$ cat src/rtl/delay_scheduler_pkg.sv
// Shared encodings and defaults for the delay scheduler timing blocks.
package delay_scheduler_pkg;

  localparam int unsigned W_DEFAULT = 28;
  localparam int unsigned NREQ      = 2;

  typedef enum logic [2:0] {
    IDLE  = 3'b001,
    COUNT = 3'b010,
    DONE  = 3'b100
  } state_e;

  // Requester index to its one-hot grant/done bit.
  function automatic logic [NREQ-1:0] onehot2(input logic idx);
    onehot2 = idx ? 2'b10 : 2'b01;
  endfunction

endpackage

$ cat src/rtl/delay_scheduler_if.sv
// Request/grant bundle between requesters (master) and the scheduler (slave).
interface delay_scheduler_if #(
  parameter int unsigned W = delay_scheduler_pkg::W_DEFAULT
) ();

  logic [1:0]   req;
  logic [W-1:0] delay0;
  logic [W-1:0] delay1;
  logic [1:0]   grant;
  logic [1:0]   done;
  logic         busy;

  modport master (output req, delay0, delay1, input grant, done, busy);
  modport slave  (input req, delay0, delay1, output grant, done, busy);

endinterface

$ cat src/rtl/delay_scheduler_counter.sv
// Loadable W-bit down counter that saturates at 1; updates on the falling clock edge.
module down_counter #(
  parameter int unsigned W = delay_scheduler_pkg::W_DEFAULT
) (
  input  logic         clk100Mhz,
  input  logic         reset,
  input  logic         load,
  input  logic [W-1:0] value,
  input  logic         enable,
  output logic [W-1:0] count,
  output logic         is_one
);

  logic [W-1:0] count_q;
  logic [W-1:0] count_d;

  always_comb begin
    count_d = count_q;
    if (load) begin
      count_d = value;
    end else if (enable && (count_q > W'(1))) begin
      count_d = count_q - W'(1);
    end
  end

  always_ff @(negedge clk100Mhz or posedge reset) begin
    if (reset) begin
      count_q <= '0;
    end else begin
      count_q <= count_d;
    end
  end

  assign count  = count_q;
  assign is_one = (count_q == W'(1));

endmodule

$ cat src/rtl/delay_scheduler.sv
// Two-requester round-robin scheduler sharing one delay counter; done pulses after the granted delay.
module delay_scheduler
  import delay_scheduler_pkg::*;
#(
  parameter int unsigned W = W_DEFAULT
) (
  input logic               clk100Mhz,
  input logic               reset,
  delay_scheduler_if.slave  bus
);

  state_e     state_q, state_d;
  logic [1:0] grant_q, grant_d;
  logic [1:0] done_q, done_d;
  logic       busy_q, busy_d;
  logic       owner_q, owner_d;
  logic       last_q, last_d;

  logic         pick;
  logic [W-1:0] sel_delay;
  logic         cnt_load;
  logic         cnt_enable;
  logic [W-1:0] cnt_value;
  logic [W-1:0] cnt_count;
  logic         cnt_is_one;

  down_counter #(.W(W)) u_counter (
    .clk100Mhz (clk100Mhz),
    .reset     (reset),
    .load      (cnt_load),
    .value     (cnt_value),
    .enable    (cnt_enable),
    .count     (cnt_count),
    .is_one    (cnt_is_one)
  );

  // Arbitration, counter control and next-state.
  always_comb begin
    state_d    = state_q;
    grant_d    = grant_q;
    done_d     = 2'b00;
    owner_d    = owner_q;
    last_d     = last_q;
    cnt_load   = 1'b0;
    cnt_enable = 1'b0;
    pick       = (bus.req == 2'b11) ? ~last_q : bus.req[1];
    sel_delay  = pick ? bus.delay1 : bus.delay0;
    cnt_value  = (sel_delay == '0) ? W'(1) : sel_delay;

    case (state_q)
      IDLE: begin
        if (bus.req != 2'b00) begin
          state_d  = COUNT;
          owner_d  = pick;
          grant_d  = onehot2(pick);
          cnt_load = 1'b1;
        end
      end
      COUNT: begin
        if (!bus.req[owner_q]) begin
          state_d = IDLE;
          grant_d = 2'b00;
          last_d  = owner_q;
        end else if (cnt_is_one) begin
          state_d = DONE;
          grant_d = 2'b00;
          done_d  = onehot2(owner_q);
          last_d  = owner_q;
        end else begin
          cnt_enable = 1'b1;
        end
      end
      DONE: begin
        state_d = IDLE;
      end
      default: begin
        state_d = IDLE;
        grant_d = 2'b00;
      end
    endcase

    busy_d = (state_d != IDLE);
  end

  always_ff @(negedge clk100Mhz or posedge reset) begin
    if (reset) begin
      state_q <= IDLE;
      grant_q <= 2'b00;
      done_q  <= 2'b00;
      busy_q  <= 1'b0;
      owner_q <= 1'b0;
      last_q  <= 1'b1;
    end else begin
      state_q <= state_d;
      grant_q <= grant_d;
      done_q  <= done_d;
      busy_q  <= busy_d;
      owner_q <= owner_d;
      last_q  <= last_d;
    end
  end

  assign bus.grant = grant_q;
  assign bus.done  = done_q;
  assign bus.busy  = busy_q;

  // A loaded counter is never zero while an operation is in flight.
  a_count_nonzero: assert property (@(negedge clk100Mhz) disable iff (reset)
    (state_q == COUNT) |-> (cnt_count != '0));

endmodule

$ cat src/flat_wrapper.sv
// flat-port wrapper written by rule: the top's interface ports become plain ports
module delay_scheduler_flat import delay_scheduler_pkg::*;
#(
  parameter int unsigned W = W_DEFAULT
)
  (clk100Mhz, reset, bus_req, bus_delay0, bus_delay1, bus_grant, bus_done, bus_busy);
  delay_scheduler_if #(.W(W)) bus_i ();
  input logic clk100Mhz;
  input logic reset;
  input wire logic [$bits(bus_i.req)-1:0] bus_req;
  input wire logic [$bits(bus_i.delay0)-1:0] bus_delay0;
  input wire logic [$bits(bus_i.delay1)-1:0] bus_delay1;
  output wire logic [$bits(bus_i.grant)-1:0] bus_grant;
  output wire logic [$bits(bus_i.done)-1:0] bus_done;
  output wire logic [$bits(bus_i.busy)-1:0] bus_busy;
  assign bus_i.req = bus_req;
  assign bus_i.delay0 = bus_delay0;
  assign bus_i.delay1 = bus_delay1;
  assign bus_grant = bus_i.grant;
  assign bus_done = bus_i.done;
  assign bus_busy = bus_i.busy;
  delay_scheduler #(.W(W)) u_core (.clk100Mhz(clk100Mhz), .reset(reset), .bus(bus_i));
endmodule
$ cat config.mk
export PLATFORM = sky130hd
export DESIGN_NAME = delay_scheduler_flat
export DESIGN_NICKNAME = d
export VERILOG_FILES = /design/src/rtl/delay_scheduler_pkg.sv /design/src/rtl/delay_scheduler_if.sv /design/src/rtl/delay_scheduler_counter.sv /design/src/rtl/delay_scheduler.sv /design/src/flat_wrapper.sv
export SDC_FILE = /design/constraint.sdc
export NUM_CORES = 1
export LEC_CHECK = 0
export BUFFER_PORTS_ARGS = -buffer_cell sky130_fd_sc_hd__buf_2
export CORE_MARGIN = 2
export CORE_UTILIZATION = 55
export CTS_BUF_LIST = sky130_fd_sc_hd__clkbuf_8
export DETAILED_ROUTE_END_ITERATION = 16
export GPL_TIMING_DRIVEN = 0
export MAX_ROUTING_LAYER = met4
export PLACE_DENSITY = 0.9
export SYNTH_ARGS = -nofsm -noshare
export SYNTH_HDL_FRONTEND = slang
export SYNTH_SLANG_ARGS = --single-unit
$ cat constraint.sdc
create_clock -name clk100Mhz -period 4.33 [get_ports clk100Mhz]
set_clock_uncertainty 0.15 [all_clocks]
set_input_delay 0.866 -clock clk100Mhz [delete_from_list [all_inputs] [get_ports clk100Mhz]]
set_output_delay 0.866 -clock clk100Mhz [all_outputs]
set_load 0.03 [all_outputs]
; Yosys cells after proc, flatten, opt, wreduce, memory -nomap -nowiden
; Index checks and enable logic that the tools add are counted.
[op_classes]
add_sub_neg = 1
magnitude_cmp = 2
eq_ne = 9
mux = 27
bitwise = 2
n_reduce_logical = 7
[ops]
columns = op, count
row1 = $mux W28, 4
row2 = $eq A28 B1 Y1 const B, 1
row3 = $gt A28 B1 Y1 const B, 1
row4 = $logic_not A28 Y1, 1
row5 = $sub A28 B1 Y28 const B, 1
row6 = $mux W2, 8
row7 = $mux W1, 10
row8 = $mux W3, 3
row9 = $pmux W2 S3, 1
row10 = $pmux W3 S2, 1
row11 = $ne A2 B1 Y1 const B, 2
row12 = $reduce_and A2 Y1, 2
row13 = $reduce_bool A2 Y1, 2
row14 = $eq A3 B1 Y1 const B, 1
row15 = $eq A3 B2 Y1 const B, 1
row16 = $eq A3 B3 Y1 const B, 1
row17 = $ne A3 B1 Y1 const B, 1
row18 = $ne A3 B2 Y1 const B, 1
row19 = $reduce_and A3 Y1, 1
row20 = $eq A2 B2 Y1 const B, 1
row21 = $lt A1 B2 Y1 const B, 1
row22 = $not A1 Y1, 2
row23 = $logic_and A1 B1 Y1, 1
[word_totals]
reg_bits = 38
input_bits = 60
output_inout_bits = 5

; Longest topological paths before layout
; Gate-level depths: netlist (run 1).
[depth]
ltp_word = 7
ltp_mapped = 8

; Cells and area by module
; A second synthesis (run 1) with hierarchy kept.
[unflattened]
hier_cells = 291
area_unflattened_um2 = 2713.9
[by_module_without_submodules]
columns = module, instances, cells_per_inst, area_per_inst_um2, seq_area_each_um2
row1 = down_counter, 1, 190, 1754.2, 700.7
row2 = delay_scheduler, 1, 101, 959.7, 252.7

==> run metrics, run 1 <==
status finished, final reports clean; Root Driver clkbuf_8; layout cells sized above 1 0.320; Inserted Clock Buffers 5; Reg area 953 um2; Worst setup EP type flop; Die Ht 73.4 um; Area Overhead vs Synth 24.3%; min-delay src u_core.bus.grant[1]; synthesized cell area 0.00265 mm2; Synth Instances 304; Post-synth EDFFs 0; maximum buffer depth of the clock tree 2; CTS tree yes; largest net degree at the start of global routing 39; Adder-Cell Fraction of Synth Area 0.00944; drt via density 6.89; IO Pins 65; DRT Wirelength 8.58 mm; Final Hold Fails 0; Register-to-Register Setup Slack 1.71 ns; detailed-route wire length per cell 19.7 um; prevailing post-synth register cell dfrtn_1; Synth top area share 0.340; placed cell area 0.00304 mm2; Synth Area in Compound Gates 0.188; final worst setup slack 0.0449 ns; Post-Synth Simple-Gate Area 0.348; crit-path max FO 8; post-synthesis mux area share 0.0425; via count 2998; post-synthesis average cell area 8.72 um2; # H-tree levels 2; maximum VDD drop 347 uV; FF-to-FF Start u_core.u_counter.count[0]; Total GRT Usage 0.340; WL met3 875 um; pre-CTS WS -0.693 ns; Syn Nets 366; commonest non-fill, non-tap cell in the layout buf_2; Met1 Wirelength 3.39 mm; initial core utilization 0.565; Synth Register Bits 38; Rows 25; max layer used met4; Clock Sink Count 38; pwr/cell area 582 mW/mm2; largest family of logic cells by synthesized area simple AND/OR/NAND/NOR gates; GP Congestion 0.919; Yosys top cell by area dfrtn_1; Worst Hold Class flop to flop; Clock transition at path regs 0.06 ns; PortBufs 64; required time of the critical path 2.17 ns; Cell variety after synth 60; Finished Cell Area 0.00330 mm2; yosys warns 0; CP arrival 2.12 ns; initial antenna violation count 0; Leak 1.39 nW; fillers 349; final antenna-violating net count 0; crit path launch type input port; most frequent cells in the layout 65 x buf_2, 61 x nand2_1, 36 x dfrtn_1, 16 x nor4_1, 15 x o211ai_1; die width 73.4 um; Synth area leaders dfrtn_1 34%, nand2_1 8.6%, nor4_1 4.2%; GR Overflow Total 0; Slew Limit Fails 0; drt first pass iters 5; Detailed Place HPWL 6.32 mm; Slew headroom 0.436; Clk Latency, worst-skew pair 0.35 ns; first-pass GRT wire length 13.6 mm; Core ar. 0.00469 mm2; Post-Synth XOR/XNOR Area 0.0198; crit path kind input port to flop; vias in the first global route 2756; area of the multi-input gates 0.00171 mm2; max cap viols 0; crit path launch bus_req[0]; die area 0.00539 mm2; DR DRC count 0; worst slew pin tran 0.838 ns; Initial DRC Count 346; Nets 442; final setup fails 0; sequential share of the synthesized area 0.360; WL met2 3.96 mm; Async SR Flop Fraction 1.00; ANT cells 0
final timing paths:
kind	endpoint	cells past startpoint
max	u_core.u_counter.count[22]	6
min	u_core.bus.grant[1]	1
max reg2reg	u_core.u_counter.count[22]	7
min reg2reg	u_core.bus.grant[1]	1
max in group asynchronous	u_core.u_counter.count[11]	2
min in group asynchronous	u_core.bus.done[0]	2
cells by family after synthesis:
| logic type | Yosys count |
|---|---|
| fa+ha+maj | 2 |
| xor+xnor | 6 |
| buf+inv | 18 |
| flops | 38 |
| mux | 11 |
| simple gates | 162 |
| compound gates | 67 |
per-layer routing:
metal	up-vias	global-route usage
li1	1338	-
met1	1413	0.429
met2	212	0.510
met3	35	0.0837
met4	0	0.170
met5	-	-
worst max-delay path, cell delays in order:
cell and delay [ns]:
clkbuf_4 0.17, mux2i_4 0.11, nor3_2 0.25, nand3_4 0.16, o311a_1 0.31, a211o_1 0.26
sequential cells by signal (all words and copies together) (netlist names):
register	count
u_core.bus.busy	1
u_core.bus.done	2
u_core.bus.grant	2
u_core.last_q	1
u_core.owner_q	1
u_core.state_q	3
u_core.u_counter.count	28
synthesized netlist by cell type, types with 3 or more instances:
library cell / instances
a21oi_1: 6
a31oi_1: 6
and3_1: 9
clkbuf_1: 10
dfrtn_1: 36
inv_1: 5
mux2i_1: 9
nand2_1: 61
nand3_1: 9
nand4_1: 9
nor2_1: 10
nor3_1: 4
nor3b_1: 3
nor4_1: 18
nor4_2: 4
o211ai_1: 15
o21ai_0: 5
o311ai_0: 8
o311ai_1: 3
o31ai_1: 5
or2_2: 4
or3_1: 8
or4_1: 8
xnor2_1: 3
xor2_1: 3
power by group:
group | internal, mW | switching (mW)
logic | 0.354 | 0.510
registers | 0.532 | 0.212
clock network | 0.172 | 0.138
through the flow:
step	power [mW]	hold WS [ns]	util	setup TNS (ns)	cells
finish	1.92	0.274	0.702	0	435
floorplan	1.25	0.335	-	-0.0428	304
global placement	1.47	0.267	0.649	-21.29	422
CTS	1.84	0.277	0.682	0	432
global route	2.03	0.301	0.702	-0.0161	435
detailed placement	1.51	0.276	0.649	-16.80	422
layout make-up:
class                           instances  area share
Multi-Input combinational cell        248       0.519
Sequential cell                        38       0.289
Timing Repair Buffer                   68       0.108
Buffer                                 13      0.0235
Clock buffer                            5      0.0209
Tap cell                               54      0.0205
Clock inverter                          5      0.0140
Inverter                                4     0.00456
what timing repair did:
action / in CTS / in global routing
cloned: 0 / 1
hold endpoints to repair: 0 / 0
pin swaps: 1 / 1
hold buffers: 0 / 0
gates resized for setup: 15 / 21
setup buffers: 1 / 2
endpoints found under the setup margin: 29 / 24
Note: power is estimated with default switching activity, not from simulation.
==> inputs of run 2 (changes only) <==
--- a/config.mk
+++ b/config.mk
@@ -5,14 +5,15 @@
 export SDC_FILE = /design/constraint.sdc
 export NUM_CORES = 1
 export LEC_CHECK = 0
+export ABC_AREA = 1
 export BUFFER_PORTS_ARGS = -buffer_cell sky130_fd_sc_hd__buf_2
 export CORE_MARGIN = 2
 export CORE_UTILIZATION = 55
 export CTS_BUF_LIST = sky130_fd_sc_hd__clkbuf_8
 export DETAILED_ROUTE_END_ITERATION = 16
 export GPL_TIMING_DRIVEN = 0
-export MAX_ROUTING_LAYER = met4
-export PLACE_DENSITY = 0.9
+export PLACE_DENSITY = 0.87
+export SETUP_SLACK_MARGIN = 0.15
 export SYNTH_ARGS = -nofsm -noshare
 export SYNTH_HDL_FRONTEND = slang
 export SYNTH_SLANG_ARGS = --single-unit
==> run metrics, run 2 <==
status finished, final reports clean; R2R depth 10; final antenna-violating net count 0; IO Pins 65; Async SR Flop Fraction 1.00; Slew Limit Fails 0; Largest register FFs 28; maximum buffer depth of the clock tree 2; layout cells sized above 1 0.246; pwr/cell area 640 mW/mm2; Root Driver clkbuf_8; FF-to-FF Start u_core.u_counter.count[0]; WL met2 4.92 mm; Post-synth EDFFs 0; # H-tree levels 2; max cap viols 0; final setup TNS 0 ns; largest net degree at the start of global routing 39; Nets 671; die width 82.1 um; count leader, synth nand2_1; required time of the critical path 2.17 ns; Met1 Wirelength 4.03 mm; most frequent cells in the layout 194 x nand2_1, 65 x buf_2, 63 x nor2_1, 62 x inv_1, 36 x dfrtn_1; Synth Register Bits 38; Cell variety after synth 34; yosys warns 0; post-synthesis average cell area 6.27 um2; CTS tree yes; pre-CTS WS -0.278 ns; Slew headroom 0.443; Yosys top cell by area dfrtn_1; Synth Instances 534; hold_buf cts 0; crit-path max FO 10; drt first pass iters 5; worst slew pin tran 0.834 ns; final worst setup slack 0.187 ns; detailed-route wire length per cell 15.0 um; Final Hold Fails 0; Synth top cells by count 198 x nand2_1, 63 x inv_1, 63 x nor2_1; max layer used met4; Worst setup EP type flop; die area 0.00673 mm2; Total GRT Usage 0.318; Clock Sink Count 38; prevailing post-synth register cell dfrtn_1; PortBufs 63; Clk Latency, worst-skew pair 0.36 ns; Finished Cell Area 0.00401 mm2; RSZ-0062 raised after global routing no; placed cell area 0.00379 mm2; terminus of the critical flop-to-flop path u_core.u_counter.count[25]; CP arrival 1.99 ns; Worst Hold Depth 2; maximum VDD drop 279 uV; Rows 28; Synth top area share 0.269; Synth area leaders dfrtn_1 27%, nand2_1 22%, inv_1 7.1%; Register-to-Register Setup Slack 2.00 ns; GR Overflow Total 0; final setup fails 0; min-delay src u_core.bus.grant[1]; Syn Nets 596; dpl cells 672; Die Ht 82.1 um; Non-Filler Instances 685; WL met3 994 um; via count 3777; synthesized cell area 0.00335 mm2; crit path kind input port to flop; crit path launch type input port; initial antenna violation count 0; commonest non-fill, non-tap cell in the layout nand2_1; GP Congestion 0.978; sequential share of the synthesized area 0.285; vias in the first global route 3581; drt via density 5.51; Inserted Clock Buffers 5; DR DRC count 0; Detailed Place HPWL 7.61 mm; Clock transition at path regs 0.06 ns; ANT cells 0; initial core utilization 0.566; worst hold endpoint u_core.bus.grant[1]; Leak 2.12 nW; Initial DRC Count 322; Worst Hold Class flop to flop; Core ar. 0.00592 mm2; DRT Wirelength 10.3 mm; worst hold slack 0.296 ns; first-pass GRT wire length 16.3 mm; Area Overhead vs Synth 19.8%
-- run 2: worst max-delay path, cell delays in order --
cell     delay [ns]
buf_8          0.12
nor2_4         0.05
nor2_4         0.21
inv_2          0.09
buf_6          0.16
nand3_2        0.08
nand2_2        0.07
buf_6          0.15
o21ai_1        0.12
nand2_1        0.07
-- run 2: metal layers --
metal | track usage | vias up
li1 | - | 1815
met1 | 0.384 | 1679
met2 | 0.550 | 239
met3 | 0.0670 | 44
met4 | 0.127 | 0
met5 | 0 | -
-- run 2: where the power goes --
part           leakage, nW  internal, mW  switching [mW]
clock network       0.0470         0.114           0.160
logic                 1.60         0.569            1.04
registers            0.481         0.522           0.162
-- run 2: worst max path at each step --
stage | slack [ns] | to | start
global route | 0.11 | u_core.u_counter.count[0] | bus_req[0]
global placement | -0.21 | u_core.u_counter.count[0] | bus_req[0]
detailed placement | -0.28 | u_core.u_counter.count[0] | bus_req[0]
CTS | 0.09 | u_core.u_counter.count[0] | bus_req[0]
finish | 0.19 | u_core.u_counter.count[7] | bus_req[1]
floorplan | 0.11 | u_core.u_counter.count[7] | bus_req[1]
-- run 2: final cells by class --
| class | count | area (um2) |
|---|---|---|
| flip-flops and latches | 38 | 953 |
| multi-input cells | 412 | 2070 |
| repair buffers | 67 | 382 |
| clock buffers | 5 | 68.8 |
| fillers | 489 | 1910 |
| clock inverters | 5 | 27.5 |
| inverters | 64 | 241 |
| well taps | 75 | 93.8 |
| plain buffers | 19 | 178 |
-- run 2: cell families (layout without fill, tap and decap cells) --
logic type	count (synthesis)	after routing	synth area share
adder cells (fa/ha/maj)	2	2	0.00747
multiplexers	1	1	0.00299
XOR/XNOR	9	9	0.0235
buffers and inverters	84	160	0.114
flip-flops	38	38	0.285
AO/OA/AOI/OAI	55	55	0.109
AND/OR/NAND/NOR	345	345	0.458
-- run 2: stage by stage --
stage,power (mW),util
4_1_cts,2.45,0.658
2_1_floorplan,1.81,-
3_5_place_dp,2.18,0.640
5_1_grt,2.75,0.678
3_3_place_gp,2.12,0.640
6_report,2.57,0.678
-- run 2: repair_timing --
item / in CTS / in global routing
resized for setup: 4 / 16
cloned: 0 / 1
pin swaps: 0 / 3
endpoints found under the setup margin: 9 / 20
buffers inserted: 0 / 3
